==> src/rtl/alu_pkg.sv <==
// Shared ALU control encodings and operand-A select constants for the ALU pipeline.
package alu_pkg;

    typedef enum logic [3:0] {
        ALU_ADD  = 4'b0000,
        ALU_SUB  = 4'b0001,
        ALU_AND  = 4'b0010,
        ALU_OR   = 4'b0011,
        ALU_SLL  = 4'b0100,
        ALU_SLT  = 4'b0101,
        ALU_XOR  = 4'b0110,
        ALU_SRL  = 4'b0111,
        ALU_SLTU = 4'b1000,
        ALU_SRA  = 4'b1111
    } alu_ctl_t;

    localparam logic [1:0] SEL_WB   = 2'b00;
    localparam logic [1:0] SEL_IMEM = 2'b01;
    localparam logic [1:0] SEL_DATA = 2'b10;
    localparam logic [1:0] SEL_BAD  = 2'b11;

endpackage

==> src/rtl/alu_pipe_dec.sv <==
// Combinational ALU decoder: {opb5, funct7b5, funct3, ALUOp} -> ALU control.
module alu_pipe_dec
    import alu_pkg::*;
(
    input  logic [6:0] ins,
    output alu_ctl_t   ctl
);

    logic       opb5;
    logic       funct7b5;
    logic [2:0] funct3;
    logic [1:0] alu_op;

    assign opb5     = ins[6];
    assign funct7b5 = ins[5];
    assign funct3   = ins[4:2];
    assign alu_op   = ins[1:0];

    always_comb begin
        ctl = ALU_ADD;
        if (alu_op == 2'b00) begin
            ctl = ALU_ADD;
        end else if (alu_op == 2'b01) begin
            ctl = ALU_SUB;
        end else begin
            case (funct3)
                3'b000:  ctl = (funct7b5 && opb5) ? ALU_SUB : ALU_ADD;
                3'b001:  ctl = ALU_SLL;
                3'b010:  ctl = ALU_SLT;
                3'b011:  ctl = ALU_SLTU;
                3'b100:  ctl = ALU_XOR;
                3'b101:  ctl = funct7b5 ? ALU_SRA : ALU_SRL;
                3'b110:  ctl = ALU_OR;
                default: ctl = ALU_AND;
            endcase
        end
    end

endmodule

==> src/rtl/alu_pipe.sv <==
// Two-stage valid/ready ALU: S1 selects operand A and decodes, S2 holds result and flags.
module alu_pipe
    import alu_pkg::*;
#(
    parameter int WIDTH = 32,
    parameter int CNT_W = 8
) (
    input  logic             clk,
    input  logic             reset,
    input  logic             in_valid,
    output logic             in_ready,
    input  logic [8:0]       in_ins,
    input  logic [WIDTH-1:0] in_d0,
    input  logic [WIDTH-1:0] in_d1,
    input  logic [WIDTH-1:0] in_d2,
    input  logic [WIDTH-1:0] in_srcb,
    output logic             out_valid,
    input  logic             out_ready,
    output logic [WIDTH-1:0] out_result,
    output logic             out_zero,
    output logic             out_sign,
    output logic             out_overflow,
    output logic             out_illegal,
    output logic [CNT_W-1:0] ovf_count
);

    localparam int SHW = $clog2(WIDTH);

    logic [1:0]       sel;
    logic [WIDTH-1:0] srca;
    alu_ctl_t         dec_ctl;

    logic             s1_valid;
    logic [WIDTH-1:0] s1_a;
    logic [WIDTH-1:0] s1_b;
    alu_ctl_t         s1_ctl;
    logic             s1_illegal;

    logic             s2_valid;
    logic [WIDTH-1:0] s2_result;
    logic             s2_zero;
    logic             s2_sign;
    logic             s2_ovf;
    logic             s2_illegal;
    logic [CNT_W-1:0] cnt;

    logic             s2_load;
    logic             is_sub;
    logic [WIDTH-1:0] b_op;
    logic [WIDTH-1:0] sum;
    logic             add_ovf;
    logic [SHW-1:0]   shamt;
    logic [WIDTH-1:0] ex_result;
    logic             ex_ovf;

    assign sel = in_ins[8:7];

    alu_pipe_dec u_dec (
        .ins (in_ins[6:0]),
        .ctl (dec_ctl)
    );

    always_comb begin
        srca = in_d2;
        case (sel)
            SEL_WB:   srca = in_d0;
            SEL_IMEM: srca = in_d1;
            default:  srca = in_d2;
        endcase
    end

    // S2 may take a new entry when empty or draining; S1 follows S2.
    assign s2_load  = !s2_valid || out_ready;
    assign in_ready = !s1_valid || s2_load;

    // Subtract shares the adder via inverted B plus carry-in; overflow test uses the effective B.
    assign is_sub  = (s1_ctl == ALU_SUB);
    assign b_op    = is_sub ? ~s1_b : s1_b;
    assign sum     = s1_a + b_op + {{(WIDTH-1){1'b0}}, is_sub};
    assign add_ovf = (s1_a[WIDTH-1] == b_op[WIDTH-1]) && (sum[WIDTH-1] != s1_a[WIDTH-1]);
    assign shamt   = s1_b[SHW-1:0];

    always_comb begin
        ex_result = '0;
        ex_ovf    = 1'b0;
        case (s1_ctl)
            ALU_ADD, ALU_SUB: begin
                ex_result = sum;
                ex_ovf    = add_ovf;
            end
            ALU_AND:  ex_result = s1_a & s1_b;
            ALU_OR:   ex_result = s1_a | s1_b;
            ALU_XOR:  ex_result = s1_a ^ s1_b;
            ALU_SLL:  ex_result = s1_a << shamt;
            ALU_SRL:  ex_result = s1_a >> shamt;
            ALU_SRA:  ex_result = $signed(s1_a) >>> shamt;
            ALU_SLT:  ex_result = {{(WIDTH-1){1'b0}}, ($signed(s1_a) < $signed(s1_b))};
            ALU_SLTU: ex_result = {{(WIDTH-1){1'b0}}, (s1_a < s1_b)};
            default:  ex_result = '0;
        endcase
    end

    always_ff @(posedge clk or posedge reset) begin
        if (reset) begin
            s1_valid   <= 1'b0;
            s1_a       <= '0;
            s1_b       <= '0;
            s1_ctl     <= ALU_ADD;
            s1_illegal <= 1'b0;
            s2_valid   <= 1'b0;
            s2_result  <= '0;
            s2_zero    <= 1'b0;
            s2_sign    <= 1'b0;
            s2_ovf     <= 1'b0;
            s2_illegal <= 1'b0;
            cnt        <= '0;
        end else begin
            if (in_ready) begin
                s1_valid <= in_valid;
                if (in_valid) begin
                    s1_a       <= srca;
                    s1_b       <= in_srcb;
                    s1_ctl     <= dec_ctl;
                    s1_illegal <= (sel == SEL_BAD);
                end
            end
            if (s2_load) begin
                s2_valid <= s1_valid;
                if (s1_valid) begin
                    s2_result  <= ex_result;
                    s2_zero    <= (ex_result == '0);
                    s2_sign    <= ex_result[WIDTH-1];
                    s2_ovf     <= ex_ovf;
                    s2_illegal <= s1_illegal;
                end
            end
            if (s2_valid && out_ready && s2_ovf && (cnt != '1)) begin
                cnt <= cnt + CNT_W'(1);
            end
        end
    end

    assign out_valid    = s2_valid;
    assign out_result   = s2_result;
    assign out_zero     = s2_zero;
    assign out_sign     = s2_sign;
    assign out_overflow = s2_ovf;
    assign out_illegal  = s2_illegal;
    assign ovf_count    = cnt;

endmodule

==> config.mk <==
export PLATFORM = sky130hd
export DESIGN_NAME = alu_pipe
export DESIGN_NICKNAME = d
export VERILOG_FILES = /design/src/rtl/alu_pkg.sv /design/src/rtl/alu_pipe_dec.sv /design/src/rtl/alu_pipe.sv
export SDC_FILE = /design/constraint.sdc
export NUM_CORES = 1
export LEC_CHECK = 0
export CAP_MARGIN = 25
export CORE_ASPECT_RATIO = 1.5
export CORE_UTILIZATION = 30
export CTS_BUF_LIST = sky130_fd_sc_hd__clkbuf_4 sky130_fd_sc_hd__clkbuf_8 sky130_fd_sc_hd__clkbuf_16
export DETAILED_ROUTE_END_ITERATION = 7
export SYNTH_ARGS = -nofsm -noshare
export SYNTH_HDL_FRONTEND = slang
export SYNTH_SLANG_ARGS = --single-unit
export TNS_END_PERCENT = 5
==> constraint.sdc <==
create_clock -name clk -period 6.5 [get_ports clk]
set_clock_uncertainty 0.05 [all_clocks]
set_input_delay 0.65 -clock clk [delete_from_list [all_inputs] [get_ports clk]]
set_output_delay 0.65 -clock clk [all_outputs]
set_load 0.01 [all_outputs]
==> impl_metrics.tcl, run 1 <==
set metrics [dict create \
    die_w_um 177 \
    drc 0 \
    cts_made_buffers 17 \
    power_frac_clock 0.198 \
    first_iter_violations 1184 \
    cts.sinks 114 \
    cp-start-kind "flip-flop" \
    root_buffer "clkbuf_16" \
    r2r-start "s1_ctl[1]$_DFFE_PP0P_" \
    worst_ep_arrival_time_ns 5.51 \
    r2r-end "out_zero$_DFFE_PP0P_" \
    avgSynthCellArea_um2 8.19 \
    vias 14000 \
    rrSetupSlack_ns 1.33 \
    end_kind "flip-flop" \
    min_from "out_result[23]$_DFFE_PP0P_" \
    rows 95 \
    cts_resized 0 \
    postSynth.asyncResetShare 1.00 \
    yosysWarnings 0 \
    swShare 0.475 \
    worst_hold_slack_ns 0.427 \
    grt_pass1_wl_mm 89.2 \
    min_path_type "flip-flop to flip-flop" \
    grt_max_degree 66 \
    ys_dominant_reg_cell "dfrtp_1" \
    drtAntennaViolNets 0 \
    htreeDepth 4 \
    worst_slew_pin_slew_ns 1.08 \
    clk_pin_slew_ns 0.07 \
    syn_nets 1955 \
    ios 187 \
    gp_congestion 0.994 \
    core_area_um2 45000 \
    p_comb_frac 0.571 \
    drtPass1Iterations 5 \
    grt_pass1_vias 13900 \
    rr_worst_depth 15 \
    status "completed" \
    cts_tree "built" \
    powerDensity_nw_per_um2 308 \
    yosys-top-cells-count "nand2_1 (181), nor2_1 (129), ha_1 (128)" \
    yosysSeqAreaShare 0.207 \
    p_int_uw 2720 \
    ys_types 82 \
    drive_above_1_share 0.115 \
    rsz0062_at_grt "false" \
    worstSetupPathType "flip-flop to flip-flop" \
    dp_hpwl_mm 47.3 \
    setup_violations 0 \
    overflow 0 \
    final_nets 2062 \
    maxSlewHeadroom 0.272 \
    ys_seq_elements 114 \
    drt-total-wl_mm 59.9 \
    p_sw_uw 2460 \
    synth_top_area_cell "dfrtp_1" \
    hold_path_depth 2 \
    tns_ns 0 \
    routedWlPerCell_um 25.1 \
    power.share.sequential 0.231 \
    max-cap-violations 0 \
    synth_edf_count 0 \
    yosys-top-cells-area "dfrtp_1 (21%), ha_1 (12%), mux4_2 (7.8%), mux2i_1 (5.8%), mux2_2 (5.1%)" \
    cts_setup_buffers 0 \
    max_freq_ghz 0.193 \
    whs_endpoint "out_result[23]$_DFFE_PP0P_" \
    netlist.area_leader.share 0.207 \
    min_period_ns 5.17 \
    antenna_found_initial 0 \
    ir_drop_mv 0.197 \
    cts_hold_buf 0 \
    netlist_area_um2 13800 \
    path_max_fanout 17 \
    final_max_slew_viol_count 0 \
    clk_latency_ns 0.46 \
    die_area_um2 46900 \
    fp.dieH_um 265 \
    synthCells 1685 \
    via_per_inst 5.87 \
    port_buffers 186 \
    start_util 0.306 \
    clockBufferDepth 2 \
    cp.required_ns 6.84 \
    area_delta_synth_final_pct 21.9 \
    synth_most_common_cell "nand2_1" \
    grt_usage 0.258 \
    p_leak_uw 0.00701 \
    hold_violations 0 \
    period_share 0.796 \
]
cell families after synthesis:
group / after synthesis / synth area share
buffers and inverters: 226 / 0.0631
AO/OA/AOI/OAI: 471 / 0.222
XOR/XNOR: 52 / 0.0330
adder cells (fa/ha/maj): 129 / 0.117
multiplexers: 190 / 0.187
AND/OR/NAND/NOR: 503 / 0.171
flip-flops: 114 / 0.207
per-layer routing:
metal | track usage | wire length [um] | up-vias
met1 | 0.297 | 22700 | 6750
met2 | 0.435 | 29200 | 672
met3 | 0.0359 | 3500 | 176
met4 | 0.180 | 4550 | 0
li1 | - | - | 6423
met5 | 0 | 0 | -
flip-flops by register name, summed over array words and instances (netlist names), 4 cells and up:
name / cells
ovf_count: 8
out_result: 32
s1_a: 32
s1_ctl: 4
s1_b: 32
critical path, stage by stage, from the launching register on:
cell and delay, ns:
dfrtp_1 0.37, or4b_1 0.96, buf_4 0.42, xnor2_1 0.16, ha_1 0.41, o21a_1 0.24, a21oi_1 0.25, o211ai_1 0.18
a2111oi_1 0.59, nor4_1 0.11, a211o_1 0.31, or3_1 0.39, nor4_1 0.27, nand4_1 0.13, nand2b_1 0.19, nand2_1 0.07
power by group through the flow:
stage	Clock, uW	Sequential [uW]	Combinational, uW
CTS	1040	1190	2920
floorplan	0	1070	1900
finish	1030	1200	2960
detailed placement	0	1210	2900
global route	1070	1220	3190
global placement	0	1200	2890
cells in the final DEF (no fill, tap or decap), drive strengths merged, types with 15 or more instances in the layout:
master / synthesis / final
nor2: 129 / 129
nor2b: 17 / 17
nor4: 16 / 16
clkbuf: 100 / 17
mux2i: 80 / 80
nand2b: 15 / 15
xnor2: 45 / 45
dfrtp: 114 / 114
mux2: 62 / 62
nand2: 181 / 181
o22ai: 19 / 19
nor3: 36 / 36
a21oi: 115 / 115
a221oi: 18 / 18
a22oi: 16 / 16
mux4: 48 / 48
ha: 128 / 128
buf: 37 / 41
o211ai: 23 / 23
nand3: 28 / 28
inv: 87 / 97
o21ai: 125 / 125
a211oi: 22 / 22
nand4: 20 / 20
clkdlybuf4s50: 0 / 184
metrics by stage:
step                      power (uW)  utilization  worst slack, ns  instances  instance area [um2]
after floorplan                 2970            -             1.89       1685                13800
after global placement          4090        0.360             1.30       2354                16200
final                           5180        0.374             1.33       2388                16800
after CTS                       5150        0.373             1.29       2386                16800
after global routing            5490        0.374             1.09       2387                16800
after detailed placement        4110        0.360             1.34       2354                16200
worst max-delay path by stage:
| stage | start | to |
|---|---|---|
| after global routing | s1_ctl[1]$_DFFE_PP0P_ | out_zero$_DFFE_PP0P_ |
| final | s1_ctl[1]$_DFFE_PP0P_ | out_zero$_DFFE_PP0P_ |
| after CTS | s1_ctl[1]$_DFFE_PP0P_ | out_zero$_DFFE_PP0P_ |
| after global placement | s1_ctl[1]$_DFFE_PP0P_ | out_zero$_DFFE_PP0P_ |
| after floorplan | s1_b[2]$_DFFE_PP0P_ | out_zero$_DFFE_PP0P_ |
| after detailed placement | s1_ctl[1]$_DFFE_PP0P_ | out_zero$_DFFE_PP0P_ |
final cells by class:
class | instances | area (um2)
timing repair buffer | 225 | 2170
sequential | 114 | 2860
antenna | 1 | 2.50
inverter | 89 | 337
clock buffer | 17 | 425
tap | 582 | 728
clock inverter | 15 | 188
multi-input combinational | 1345 | 10100
fill | 4572 | 28200
Power figures use the tool's default switching activity.
==> run 2: changes to the inputs <==
==> constraint.sdc (replaced) <==
create_clock -name clk -period 4.5 [get_ports clk]
set_clock_uncertainty 0.05 [all_clocks]
set_input_delay 0.45 -clock clk [delete_from_list [all_inputs] [get_ports clk]]
set_output_delay 0.45 -clock clk [all_outputs]
set_load 0.01 [all_outputs]
==> run 2 against run 1 <==
Critical path depth is 3 higher. Design area increased by 7.4%. Via count is 3.3% higher. Worst hold slack worse by 0.099 ns. Utilization grew 2.8 points. Final cell count is 5.9% higher. Maximum frequency increased by 18%. Die area unchanged. Largest power group unchanged.
==> impl_metrics.tcl, run 2 (synthesis gave the netlist of run 1 again) <==
set metrics [dict create \
    start_util 0.306 \
    min_from "in_ins[8]" \
    first_iter_violations 1215 \
    power_frac_clock 0.162 \
    hold_violations 0 \
    top_layer "met5" \
    finalPower_uw 8120 \
    crit_buf_inv 5 \
    clk_latency_ns 0.46 \
    worst_slew_pin_slew_ns 0.958 \
    rows 95 \
    wl_met3_mm 3.47 \
    layout_common_cells "clkdlybuf4s50_1 (184), nand2_1 (180), buf_4 (171), nor2_1 (129), ha_1 (128)" \
    drive_above_1_share 0.191 \
    maxSlewHeadroom 0.356 \
    wl_met1_mm 22.9 \
    fp.dieH_um 265 \
    rr_worst_depth 18 \
    drt-total-wl_mm 60.3 \
    cp_cell_sequence "or4b_4 -> buf_12 -> xnor2_1 -> ha_1 -> buf_4 -> nand2_1 -> o21ai_0 -> buf_4 -> o21a_1 -> nor3_1 -> a211oi_1 -> buf_4 -> nand4_1 -> nor4_4 -> buf_4 -> nand4_1 -> nand2b_1 -> nand2_1" \
    max_stage_delay_ns 0.67 \
    critPathTopFamily "simple AND/OR/NAND/NOR gates" \
    die_area_um2 46900 \
    drtPass1Iterations 6 \
    final_core_util 0.401 \
    antenna_found_initial 0 \
    grt_pass1_vias 14400 \
    root_buffer "clkbuf_16" \
    worst_ep_arrival_time_ns 4.70 \
    status "completed" \
    setup_violations 0 \
    clk_pin_slew_ns 0.06 \
    route.met2.wl_mm 29.7 \
    dp_cells 2491 \
    p_leak_uw 0.00771 \
    layout.cells.non_filler 2529 \
    path_common_cell "buf_4" \
    clockBufferDepth 2 \
    grt_max_degree 75 \
    drtAntennaViolNets 0 \
    p_sw_uw 3720 \
    via_per_inst 5.73 \
    fillers 4550 \
    multiInputGateArea_um2 10300 \
    cp.depth 18 \
    gp_congestion 1.02 \
    worstSetupPathType "flip-flop to flip-flop" \
    p_comb_frac 0.633 \
    r2r-end "out_zero$_DFFE_PP0P_" \
    ir_drop_mv 0.289 \
    overflow 0 \
    grt_usage 0.260 \
    min_period_ns 4.36 \
    r2r-start "s1_ctl[2]$_DFFE_PP0P_" \
    hold_path_depth 3 \
    rrSetupSlack_ns 0.14 \
    cts_tree "built" \
    dp_slack_ns -0.386 \
    swShare 0.459 \
    dp_hpwl_mm 48.7 \
    routedWlPerCell_um 23.9 \
    port_buffers 186 \
    drc 0 \
    power.share.sequential 0.205 \
    end_kind "flip-flop" \
    whs_endpoint "s1_a[23]$_DFFE_PP0P_" \
    max-cap-violations 0 \
    cts_made_buffers 17 \
    p_int_uw 4390 \
    cts.sinks 114 \
    antennaDiodeCount 0 \
    final_nets 2204 \
    htreeDepth 4 \
    min_path_type "input port to flip-flop" \
    path_max_fanout 7 \
    cts_hold_buf 0 \
    core_area_um2 45000 \
    cp.required_ns 4.83 \
    period_share 0.970 \
    powerDensity_nw_per_um2 449 \
    grt_pass1_wl_mm 90.5 \
    ios 187 \
    vias 14500 \
    final_common_cell "clkdlybuf4s50_1" \
    cp-start-kind "flip-flop" \
    final_max_slew_viol_count 0 \
    seq_area_um2 2860 \
    area_delta_synth_final_pct 31.0 \
    worst_hold_slack_ns 0.328 \
    fin_ws_ns 0.136 \
    die_w_um 177 \
    critical_path.slowest_cell "or4b_4" \
    max_freq_ghz 0.229 \
]
-- run 2: cell types whose count changed in the layout (fill, tap and decap cells not counted), sizes merged --
| cell | change |
|---|---|
| buf | +142 |
| bufinv | -2 |
| clkbuf | +2 |
| clkinv | +5 |
| clkinvlp | +2 |
| diode | -1 |
| inv | -7 |
-- run 2: power by group through the flow --
stage	sequential (uW)	clock (uW)	combinational, uW
finish	1660	1320	5140
global route	1700	1390	5530
CTS	1660	1360	4950
detailed placement	1670	0	4880
global placement	1670	0	4830
floorplan	1550	0	2750
-- run 2: how the worst max path moves through the flow --
stage,startpoint,end,slack (ns)
after floorplan,s1_b[2]$_DFFE_PP0P_,out_zero$_DFFE_PP0P_,0.04
after global placement,s1_ctl[1]$_DFFE_PP0P_,out_zero$_DFFE_PP0P_,-0.35
after detailed placement,s1_ctl[1]$_DFFE_PP0P_,out_zero$_DFFE_PP0P_,-0.39
after CTS,s1_ctl[1]$_DFFE_PP0P_,out_zero$_DFFE_PP0P_,0.01
after global routing,s1_ctl[2]$_DFFE_PP0P_,out_zero$_DFFE_PP0P_,-0.005
final,s1_ctl[2]$_DFFE_PP0P_,out_zero$_DFFE_PP0P_,0.14
-- run 2: cell type report --
type	count	area share
multi-input combinational	1345	0.568
inverter	89	0.0186
clock inverter	13	0.00581
sequential	114	0.158
tap	582	0.0403
timing repair buffer	367	0.184
clock buffer	19	0.0250
-- run 2: through the flow --
step | setup TNS (ns) | cell area (um2)
2_1_floorplan | 0 | 13800
3_3_place_gp | -0.348 | 17300
3_5_place_dp | -0.466 | 17300
4_1_cts | 0 | 17900
5_1_grt | -0.00513 | 18100
6_report | 0 | 18100
-- run 2: repair_timing --
item,4_1_cts,5_1_grt
setup buffers,1,5
setup endpoints to repair,3,1
pin swaps,2,9
resized for setup,9,20
-- run 2: worst reg2reg max path: stages, from the launching register on --
cell and delay (ns):
dfrtp_1 0.39, or4b_4 0.67, buf_12 0.20, xnor2_1 0.13, ha_1 0.38, buf_4 0.15
nand2_1 0.04, o21ai_0 0.48, buf_4 0.23, o21a_1 0.14, nor3_1 0.07, a211oi_1 0.25
buf_4 0.18, nand4_1 0.14, nor4_4 0.34, buf_4 0.17, nand4_1 0.07, nand2b_1 0.15
nand2_1 0.07
-- run 2: metal layers --
| layer | up-vias | GRT usage |
|---|---|---|
| met3 | 182 | 0.0361 |
| li1 | 6698 | - |
| met1 | 6922 | 0.303 |
| met5 | - | 0 |
| met4 | 2 | 0.177 |
| met2 | 685 | 0.439 |
